$ cat src/rtl/ascon_phase_sequencer.sv
// ASCON phase sequencer: polices KEY/NONCE/AD/DATA/TAG beat order on a raw
// AXI-Stream and forwards legal beats unchanged toward the padder.
module ascon_phase_sequencer #(
   parameter int KEY_WORDS   = 2,
   parameter int NONCE_WORDS = 2,
   parameter int TAG_WORDS   = 2
) (
   input  logic        clk,
   input  logic        rst,
   input  logic        start_i,
   input  logic [1:0]  mode_i,
   input  logic [63:0] s_axis_tdata_i,
   input  logic [7:0]  s_axis_tkeep_i,
   input  logic [2:0]  s_axis_tuser_i,
   input  logic        s_axis_tlast_i,
   input  logic        s_axis_tvalid_i,
   output logic        s_axis_tready_o,
   output logic [63:0] m_axis_tdata_o,
   output logic [7:0]  m_axis_tkeep_o,
   output logic [2:0]  m_axis_tuser_o,
   output logic        m_axis_tlast_o,
   output logic        m_axis_tvalid_o,
   input  logic        m_axis_tready_i,
   output logic        busy_o,
   output logic        done_o,
   output logic        err_o,
   output logic [2:0]  phase_o
);

   localparam logic [1:0] MODE_AEAD_ENC = 2'd0;
   localparam logic [1:0] MODE_AEAD_DEC = 2'd1;
   localparam logic [1:0] MODE_HASH     = 2'd2;

   localparam logic [2:0] TUSER_KEY   = 3'd0;
   localparam logic [2:0] TUSER_NONCE = 3'd1;
   localparam logic [2:0] TUSER_AD    = 3'd2;
   localparam logic [2:0] TUSER_PT    = 3'd3;
   localparam logic [2:0] TUSER_CT    = 3'd4;
   localparam logic [2:0] TUSER_MSG   = 3'd5;
   localparam logic [2:0] TUSER_TAG   = 3'd6;

   localparam logic [2:0] S_IDLE       = 3'd0;
   localparam logic [2:0] S_KEY        = 3'd1;
   localparam logic [2:0] S_NONCE      = 3'd2;
   localparam logic [2:0] S_AD_OR_DATA = 3'd3;
   localparam logic [2:0] S_DATA       = 3'd4;
   localparam logic [2:0] S_TAG        = 3'd5;
   localparam logic [2:0] S_DRAIN      = 3'd6;

   localparam logic [3:0] KEY_LAST   = 4'(KEY_WORDS - 1);
   localparam logic [3:0] NONCE_LAST = 4'(NONCE_WORDS - 1);
   localparam logic [3:0] TAG_LAST   = 4'(TAG_WORDS - 1);

   logic [2:0] state_q, state_d;
   logic [3:0] cnt_q, cnt_d;
   logic [1:0] mode_q, mode_d;
   logic       err_q, err_d;
   logic       done_q, done_d;

   logic [2:0] data_user;
   logic       is_ad;
   logic       is_data;
   logic       is_dec;
   logic       legal;
   logic       active;
   logic       bad_beat;
   logic       fwd_hs;
   logic       phase_end;
   logic [2:0] next_fwd;

   assign m_axis_tdata_o = s_axis_tdata_i;
   assign m_axis_tkeep_o = s_axis_tkeep_i;
   assign m_axis_tuser_o = s_axis_tuser_i;
   assign m_axis_tlast_o = s_axis_tlast_i;

   always_comb begin
      data_user = TUSER_MSG;
      unique case (mode_q)
         MODE_AEAD_ENC: data_user = TUSER_PT;
         MODE_AEAD_DEC: data_user = TUSER_CT;
         default:       data_user = TUSER_MSG;
      endcase
   end

   assign is_ad   = (s_axis_tuser_i == TUSER_AD);
   assign is_data = (s_axis_tuser_i == data_user);
   assign is_dec  = (mode_q == MODE_AEAD_DEC);

   // Fixed-length phases must assert tlast exactly on their final beat.
   always_comb begin
      legal = 1'b0;
      case (state_q)
         S_KEY:
            legal = (s_axis_tuser_i == TUSER_KEY) &&
                    (s_axis_tlast_i == (cnt_q == KEY_LAST));
         S_NONCE:
            legal = (s_axis_tuser_i == TUSER_NONCE) &&
                    (s_axis_tlast_i == (cnt_q == NONCE_LAST));
         S_AD_OR_DATA:
            legal = is_ad || is_data;
         S_DATA:
            legal = is_data;
         S_TAG:
            legal = (s_axis_tuser_i == TUSER_TAG) &&
                    (s_axis_tlast_i == (cnt_q == TAG_LAST));
         default:
            legal = 1'b0;
      endcase
   end

   assign active   = (state_q != S_IDLE) && (state_q != S_DRAIN);
   assign bad_beat = active && s_axis_tvalid_i && !legal;
   assign fwd_hs   = active && s_axis_tvalid_i && legal && m_axis_tready_i;

   // A data-type beat in AD_OR_DATA means the AD phase was empty.
   assign phase_end = s_axis_tlast_i ||
                      ((state_q == S_AD_OR_DATA) && !is_ad);

   always_comb begin
      next_fwd = state_q;
      case (state_q)
         S_KEY:   next_fwd = S_NONCE;
         S_NONCE: next_fwd = S_AD_OR_DATA;
         S_AD_OR_DATA: begin
            if (is_ad || !s_axis_tlast_i) begin
               next_fwd = S_DATA;
            end else begin
               next_fwd = is_dec ? S_TAG : S_IDLE;
            end
         end
         S_DATA:  next_fwd = is_dec ? S_TAG : S_IDLE;
         S_TAG:   next_fwd = S_IDLE;
         default: next_fwd = state_q;
      endcase
   end

   always_comb begin
      state_d = state_q;
      cnt_d   = cnt_q;
      mode_d  = mode_q;
      err_d   = err_q;
      done_d  = 1'b0;
      case (state_q)
         S_IDLE: begin
            if (start_i) begin
               mode_d  = mode_i;
               err_d   = 1'b0;
               state_d = (mode_i == MODE_HASH) ? S_DATA : S_KEY;
            end
         end
         S_DRAIN: begin
            if (s_axis_tvalid_i && s_axis_tlast_i) begin
               state_d = S_IDLE;
            end
         end
         default: begin
            if (bad_beat) begin
               err_d   = 1'b1;
               state_d = s_axis_tlast_i ? S_IDLE : S_DRAIN;
            end else if (fwd_hs) begin
               cnt_d = cnt_q + 4'd1;
               if (phase_end) begin
                  state_d = next_fwd;
               end
               done_d = phase_end && (next_fwd == S_IDLE);
            end
         end
      endcase
      if (state_d != state_q) begin
         cnt_d = 4'd0;
      end
   end

   always_ff @(posedge clk or negedge rst) begin
      if (!rst) begin
         state_q <= S_IDLE;
         cnt_q   <= 4'd0;
         mode_q  <= MODE_HASH;
         err_q   <= 1'b0;
         done_q  <= 1'b0;
      end else begin
         state_q <= state_d;
         cnt_q   <= cnt_d;
         mode_q  <= mode_d;
         err_q   <= err_d;
         done_q  <= done_d;
      end
   end

   assign s_axis_tready_o = (state_q == S_DRAIN) || bad_beat ||
                            (active && m_axis_tready_i);
   assign m_axis_tvalid_o = active && s_axis_tvalid_i && legal;
   assign busy_o          = (state_q != S_IDLE);
   assign done_o          = done_q;
   assign err_o           = err_q;
   assign phase_o         = state_q;

endmodule

$ cat config.mk
export PLATFORM = sky130hd
export DESIGN_NAME = ascon_phase_sequencer
export DESIGN_NICKNAME = d
export VERILOG_FILES = /design/src/rtl/ascon_phase_sequencer.sv
export SDC_FILE = /design/constraint.sdc
export NUM_CORES = 1
export LEC_CHECK = 0
export BUFFER_PORTS_ARGS = -buffer_cell sky130_fd_sc_hd__buf_2
export CAP_MARGIN = 5
export CORE_ASPECT_RATIO = 0.8
export CORE_MARGIN = 3
export CORE_UTILIZATION = 36
export CTS_BUF_LIST = sky130_fd_sc_hd__clkbuf_16
export DETAILED_ROUTE_END_ITERATION = 6
export GPL_ROUTABILITY_DRIVEN = 0
export PLACE_DENSITY_LB_ADDON = 0.3
export RECOVER_POWER = 100
export SETUP_SLACK_MARGIN = 0.3
export SLEW_MARGIN = 20
export SYNTH_ARGS = -nofsm -noshare
export SYNTH_HDL_FRONTEND = slang
export SYNTH_SLANG_ARGS = --single-unit
$ cat constraint.sdc
create_clock -name clk -period 2.68 [get_ports clk]
set_input_delay 0.134 -clock clk [delete_from_list [all_inputs] [get_ports clk]]
set_output_delay 0.134 -clock clk [all_outputs]
set_load 0.02 [all_outputs]
==> impl_metrics.py, run 1 <==
metrics = {
    "power_and_ir_drop": {
        "switching_share_pct": 48.2,
        "p_leak_nw": 0.511,
        "p_sw_mw": 0.653,
        "p_clk_share_pct": 20.3,
        "power.internal_mw": 0.701,
        "p_comb_share_pct": 53.6,
        "pwr-share-seq_pct": 26.1,
        "vdd_drop_max_mv": 0.535,
        "pwr_density_cell_nw_per_um2": 1040,
    },
    "synthesis": {
        "synth.distinct_cells": 49,
        "avgSynthCellArea_um2": 8.01,
        "synth_ff_type": "dfrtp_1",
        "synth_cells": 205,
        "synth_area_um2": 1640,
        "synth_nets": 290,
        "synth.yosys.warnings": 0,
        "ys_seq_area_share_pct": 16.8,
        "yosys-top-cells-area": "buf_4, dfrtp_1, o21ai_0, mux2_2, a211oi_1",
        "synthArstFlopShare_pct": 100,
        "synth_largest_type_area_fraction_pct": 34.8,
        "synth_edf_count": 0,
        "ys_ff_latch": 11,
        "yosysTopAreaCell": "buf_4",
    },
    "clocking": {
        "cts_sinks": 11,
        "cts_tree": "done",
        "clkLatencyLatePin_ns": 0.24,
        "clock_path_buffers": 2,
        "clk_pin_slew_ns": 0.04,
        "cts_max_level": 1,
        "clockRootBuffer": "clkbuf_16",
        "cts_made_buffers": 3,
    },
    "sta": {
        "clock.fmax_mhz": 416,
        "max_slew_margin_pct": 55.5,
        "finalSetupViolCount": 0,
        "finClkSkew_ns": 0.00109,
        "finalCriticalPeriod_ns": 2.41,
        "hold_viol": 0,
        "finalWorstSetupSlack_ns": 0.274,
        "period_share_pct": 89.8,
        "slew_violations": 0,
        "rsz0062_at_grt": "true",
        "worstMarginPinSlew_ns": 0.667,
        "tns_ns": 0,
    },
    "final_layout": {
        "diodes": 0,
        "fillCellCount": 479,
        "final_nets": 235,
        "layout-drive-gt1-share_pct": 22.1,
        "area_growth_pct": -20.4,
        "final_cell_area_um2": 1310,
        "final_cell_mix": "buf_2, nand2_1, o21ai_0, clkbuf_1",
        "layout_commonest_cell": "buf_2",
        "fin_cells": 206,
        "final_util_pct": 30.5,
    },
    "global_routing": {
        "grt_max_degree": 19,
        "grt_pass1_vias": 1122,
        "grt_pass1_wl_mm": 5.42,
        "track_usage_pct": 13.0,
        "antenna_found_initial": 0,
        "overflow": 0,
    },
    "place": {
        "portBuffers": 22,
        "place_inst": 201,
        "dp_worst_setup_slack_ns": 0.240,
        "place_area_um2": 1220,
        "hpwl_mm": 2.59,
    },
    "route": {
        "postRouteAntennaNets": 0,
        "vias": 1200,
        "drt_iter0_drc": 91,
        "drtPass1Iterations": 4,
        "wirelength_mm": 3.48,
        "drc": 0,
        "post_drt_wl_per_cell_um": 16.9,
        "vias_per_cell": 5.83,
    },
    "min_path": {
        "hold_start": "mode_i[1]",
        "min_path_type": "input port to register",
    },
    "die": {
        "initial_core_util_pct": 38.3,
        "coreArea_um2": 4280,
        "die-area_um2": 5410,
        "num_io_pins": 167,
        "die_x_um": 81.5,
        "core.rowCount": 21,
        "die_h_um": 66.4,
    },
    "worst_setup_path": {
        "cp_cell_sequence": "nor2b_2, a21oi_1, a211o_1, and2_4, or4_4, a221oi_2",
        "worstSetupPathType": "register to register",
        "worstPathRequired_ns": 2.83,
        "crit_arrival_ns": 2.56,
        "reg2reg_from": "phase_o[2]",
        "cp-start-kind": "register",
        "cp_slowest_cell": "dfrtp_1",
        "rrSetupSlack_ns": 0.27,
        "crit_path_end_kind": "register",
        "critPathMaxStageDelay_ns": 0.62,
        "crit_start": "phase_o[2]",
        "path_max_fanout": 17,
    },
    "flow_run": {
        "maxCapViolations": 0,
    },
    "status": {
        "status": "complete, no violations",
    },
}
power by group through the flow:
stage | logic [mW] | registers (mW) | clock network [mW]
after detailed placement | 0.718 | 0.349 | 0
final | 0.725 | 0.354 | 0.275
after global routing | 0.794 | 0.368 | 0.296
after CTS | 0.726 | 0.352 | 0.282
after global placement | 0.728 | 0.343 | 0
after floorplan | 0.739 | 0.300 | 0
Yosys cell counts (all sizes together) (2+ instances only):
cell / instances
mux2: 4
a221oi: 2
o21bai: 3
a21oi: 6
buf: 79
inv: 8
mux2i: 3
a31oi: 3
a21boi: 2
nand3: 4
clkbuf: 5
xnor2: 3
nand4: 2
nand2b: 5
nor2: 3
a32oi: 2
ha: 2
o31ai: 2
a211o: 2
a22oi: 3
a211oi: 5
nor2b: 3
o21ai: 10
dfrtp: 10
nor3b: 2
nand2: 10
o211ai: 3
layer usage:
metal,up-vias,GRT usage (%),routed length (um)
met5,-,0,0
met4,0,6.75,122
met3,19,4.36,435
met2,81,17.1,1320
met1,567,18.4,1610
li1,533,-,-
registers in the layout, summed over array words and instances (netlist names):
name     count
done_o       1
mode_q       2
cnt_q        4
err_o        1
phase_o      3
path summary, 6_finish.rpt:
path	cells after the start	endpoint
max	6	cnt_q[3]
min	2	mode_q[1]
max reg2reg	6	cnt_q[3]
min reg2reg	2	err_o
max in group asynchronous	2	phase_o[0]
min in group asynchronous	2	mode_q[0]
stage by stage:
step | hold slack, ns | total power, mW
global placement | 0.0229 | 1.07
CTS | 0.134 | 1.36
global route | 0.144 | 1.46
finish | 0.135 | 1.35
detailed placement | 0.0286 | 1.07
floorplan | -0.162 | 1.04
what timing repair did:
item	CTS	global route
hold buffers	1	0
hold endpoints to repair	10	0
gates resized for setup	3	3
buffers inserted	0	0
endpoints found under the setup margin	2	3
kinds of logic (layout without fill, tap and decap cells):
family / after synthesis / count (layout) / share of synthesized area (%)
mux: 7 / 7 / 4.57
fa+ha+maj: 2 / 2 / 1.52
flops: 11 / 11 / 16.8
compound gates: 52 / 52 / 22.8
xor+xnor: 3 / 3 / 1.60
simple gates: 38 / 38 / 13.6
buf+inv: 92 / 36 / 39.0
critical path: cells and delay by family (launching register included):
kind	cells	cell delay (ns)
compound gates	3	0.69
flops	1	0.62
simple gates	3	1.01
final cells by class:
class	instances	area (um^2)	area share, %
Clock buffer	3	75.1	5.74
Clock inverter	1	3.75	0.287
Inverter	8	30.0	2.30
Multi-Input combinational cell	102	737	56.4
Sequential cell	11	278	21.2
Tap cell	57	71.3	5.45
Timing Repair Buffer	24	113	8.61
Note: power is estimated with default switching activity, not from simulation.
==> run 2, diff against run 1 <==
--- a/config.mk
+++ b/config.mk
@@ -7,9 +7,11 @@
 export LEC_CHECK = 0
 export BUFFER_PORTS_ARGS = -buffer_cell sky130_fd_sc_hd__buf_2
 export CAP_MARGIN = 5
+export CELL_PAD_IN_SITES_DETAIL_PLACEMENT = 2
+export CELL_PAD_IN_SITES_GLOBAL_PLACEMENT = 2
 export CORE_ASPECT_RATIO = 0.8
 export CORE_MARGIN = 3
-export CORE_UTILIZATION = 36
+export CORE_UTILIZATION = 17
 export CTS_BUF_LIST = sky130_fd_sc_hd__clkbuf_16
 export DETAILED_ROUTE_END_ITERATION = 6
 export GPL_ROUTABILITY_DRIVEN = 0
==> run 2 against run 1 <==
  * Die area increased by 100%
  * Non-clock buffer count increased by 10
  * Register-to-register slack improved by 0.03 ns
  * Clock skew increased by 0.0014 ns
  * Worst setup slack improved by 0.032 ns
  * Final cell count increased by 33%
  * Clock-buffer cell count unchanged
  * Critical path depth increased by 1
  * Clock power about the same
  * Largest cell class unchanged
==> impl_metrics.py, run 2 (synthesis results as in run 1) <==
metrics = {
    "route": {
        "postRouteAntennaNets": 0,
        "post_drt_wl_per_cell_um": 16.6,
        "drc": 0,
        "drt_iter0_drc": 68,
        "wirelength_mm": 4.56,
        "vias": 1220,
        "drtPass1Iterations": 4,
        "vias_per_cell": 4.45,
    },
    "final_layout": {
        "final_cell_mix": "buf_2, clkbuf_1, nand2_1, o21ai_0, dfrtp_1",
        "area_growth_pct": -10.6,
        "largest_reg_flops": 4,
        "regArea_um2": 277,
        "final_cell_area_um2": 1470,
        "diodes": 0,
        "fillCellCount": 1079,
        "final_util_pct": 15.9,
        "multi_input_area_um2": 762,
        "final_nets": 245,
        "largest_register": "cnt_q",
        "layout-drive-gt1-share_pct": 26.4,
    },
    "clocking": {
        "cts_made_buffers": 3,
        "clkLatencyLatePin_ns": 0.24,
        "cts_sinks": 11,
        "clk_pin_slew_ns": 0.04,
        "clockRootBuffer": "clkbuf_16",
        "cts_tree": "done",
        "clock_path_buffers": 2,
        "cts_max_level": 1,
    },
    "sta": {
        "finClkSkew_ns": 0.00247,
        "hold_viol": 0,
        "max_slew_margin_pct": 54.4,
        "finalSetupViolCount": 0,
        "finalCriticalPeriod_ns": 2.37,
        "worstMarginPinSlew_ns": 0.684,
        "rsz0062_at_grt": "false",
        "period_share_pct": 88.6,
        "slew_violations": 0,
        "clock.fmax_mhz": 421,
        "finalWorstSetupSlack_ns": 0.305,
        "tns_ns": 0,
    },
    "global_routing": {
        "grt_pass1_vias": 1283,
        "antenna_found_initial": 0,
        "grt_max_degree": 15,
        "track_usage_pct": 8.43,
        "overflow": 0,
        "grt_pass1_wl_mm": 7.27,
    },
    "worst_setup_path": {
        "crit_path_end_kind": "register",
        "crit_start": "phase_o[2]",
        "worstSetupPathType": "register to register",
        "worstPathRequired_ns": 2.83,
        "r2r-end": "cnt_q[3]",
        "reg2reg_from": "phase_o[2]",
        "cp-start-kind": "register",
        "path_max_fanout": 7,
        "worstRegToRegCells": 7,
        "worstSetupEndpoint": "cnt_q[3]",
        "rrSetupSlack_ns": 0.31,
        "crit_arrival_ns": 2.52,
    },
    "power_and_ir_drop": {
        "p_leak_nw": 0.557,
        "vdd_drop_max_mv": 0.210,
        "pwr_density_cell_nw_per_um2": 1030,
    },
    "die": {
        "die_x_um": 116,
        "initial_core_util_pct": 17.8,
        "coreArea_um2": 9230,
        "core.rowCount": 31,
        "die_h_um": 93.9,
        "die-area_um2": 10900,
        "num_io_pins": 167,
    },
    "place": {
        "portBuffers": 22,
        "place_area_um2": 1350,
        "hpwl_mm": 3.54,
        "dp_worst_setup_slack_ns": 0.312,
    },
    "min_path": {
        "min_path_type": "input port to register",
        "hold_start": "mode_i[1]",
    },
    "flow_run": {
        "maxCapViolations": 0,
    },
    "status": {
        "status": "complete, no violations",
    },
}
==> run 2: changes by cell type in the layout (fill, tap and decap cells not counted), sizes merged <==
cell / change
clkbuf: +3
buf: +7
==> run 2: worst max-delay path, stage by stage (launching register included) <==
cell      delay [ns]
dfrtp_1         0.45
clkbuf_1        0.31
nand2b_4        0.11
o21ai_0         0.19
nand4_1         0.25
and2_4          0.28
or4_4           0.48
a221oi_2        0.22
==> run 2: repair_timing <==
item	4_1_cts	5_1_grt
endpoints found under the setup margin	0	7
hold buffers	1	0
gates resized for setup	0	9
hold endpoints to repair	10	0
buffers inserted	0	3
==> run 2: stage by stage <==
stage | hold WS, ns | std cells | total power, mW
floorplan | -0.162 | 205 | 1.04
global placement | 0.0332 | 266 | 1.23
detailed placement | 0.0299 | 266 | 1.21
CTS | 0.155 | 271 | 1.49
global route | 0.164 | 274 | 1.65
finish | 0.154 | 274 | 1.51
==> run 2: worst min-delay path by stage <==
stage / to / cells past startpoint
floorplan: cnt_q[0] / 0
global placement: cnt_q[0] / 1
detailed placement: cnt_q[0] / 1
CTS: mode_q[1] / 2
global route: mode_q[0] / 2
finish: mode_q[1] / 2
==> run 2: final cells by class <==
cell class | count | share of cell area (%)
timing repair buffer | 34 | 12.0
tap | 115 | 9.80
clock buffer | 3 | 5.12
sequential | 11 | 18.8
clock inverter | 1 | 0.256
multi-input combinational | 102 | 51.9
inverter | 8 | 2.05
==> run 2: where the power goes <==
group | switching [mW] | internal (mW)
combinational | 0.576 | 0.360
sequential | 0.0832 | 0.221
clock | 0.0764 | 0.196
total | 0.735 | 0.777
==> run 2: per-layer routing <==
metal  vias to the layer above  share of wire (%)  GRT usage, %
met5                         -                  0             0
met4                         0                1.4          3.09
met3                         6                7.0          1.87
met2                        35                 39          11.2
met1                       625                 53          12.9
li1                        554                  -             -
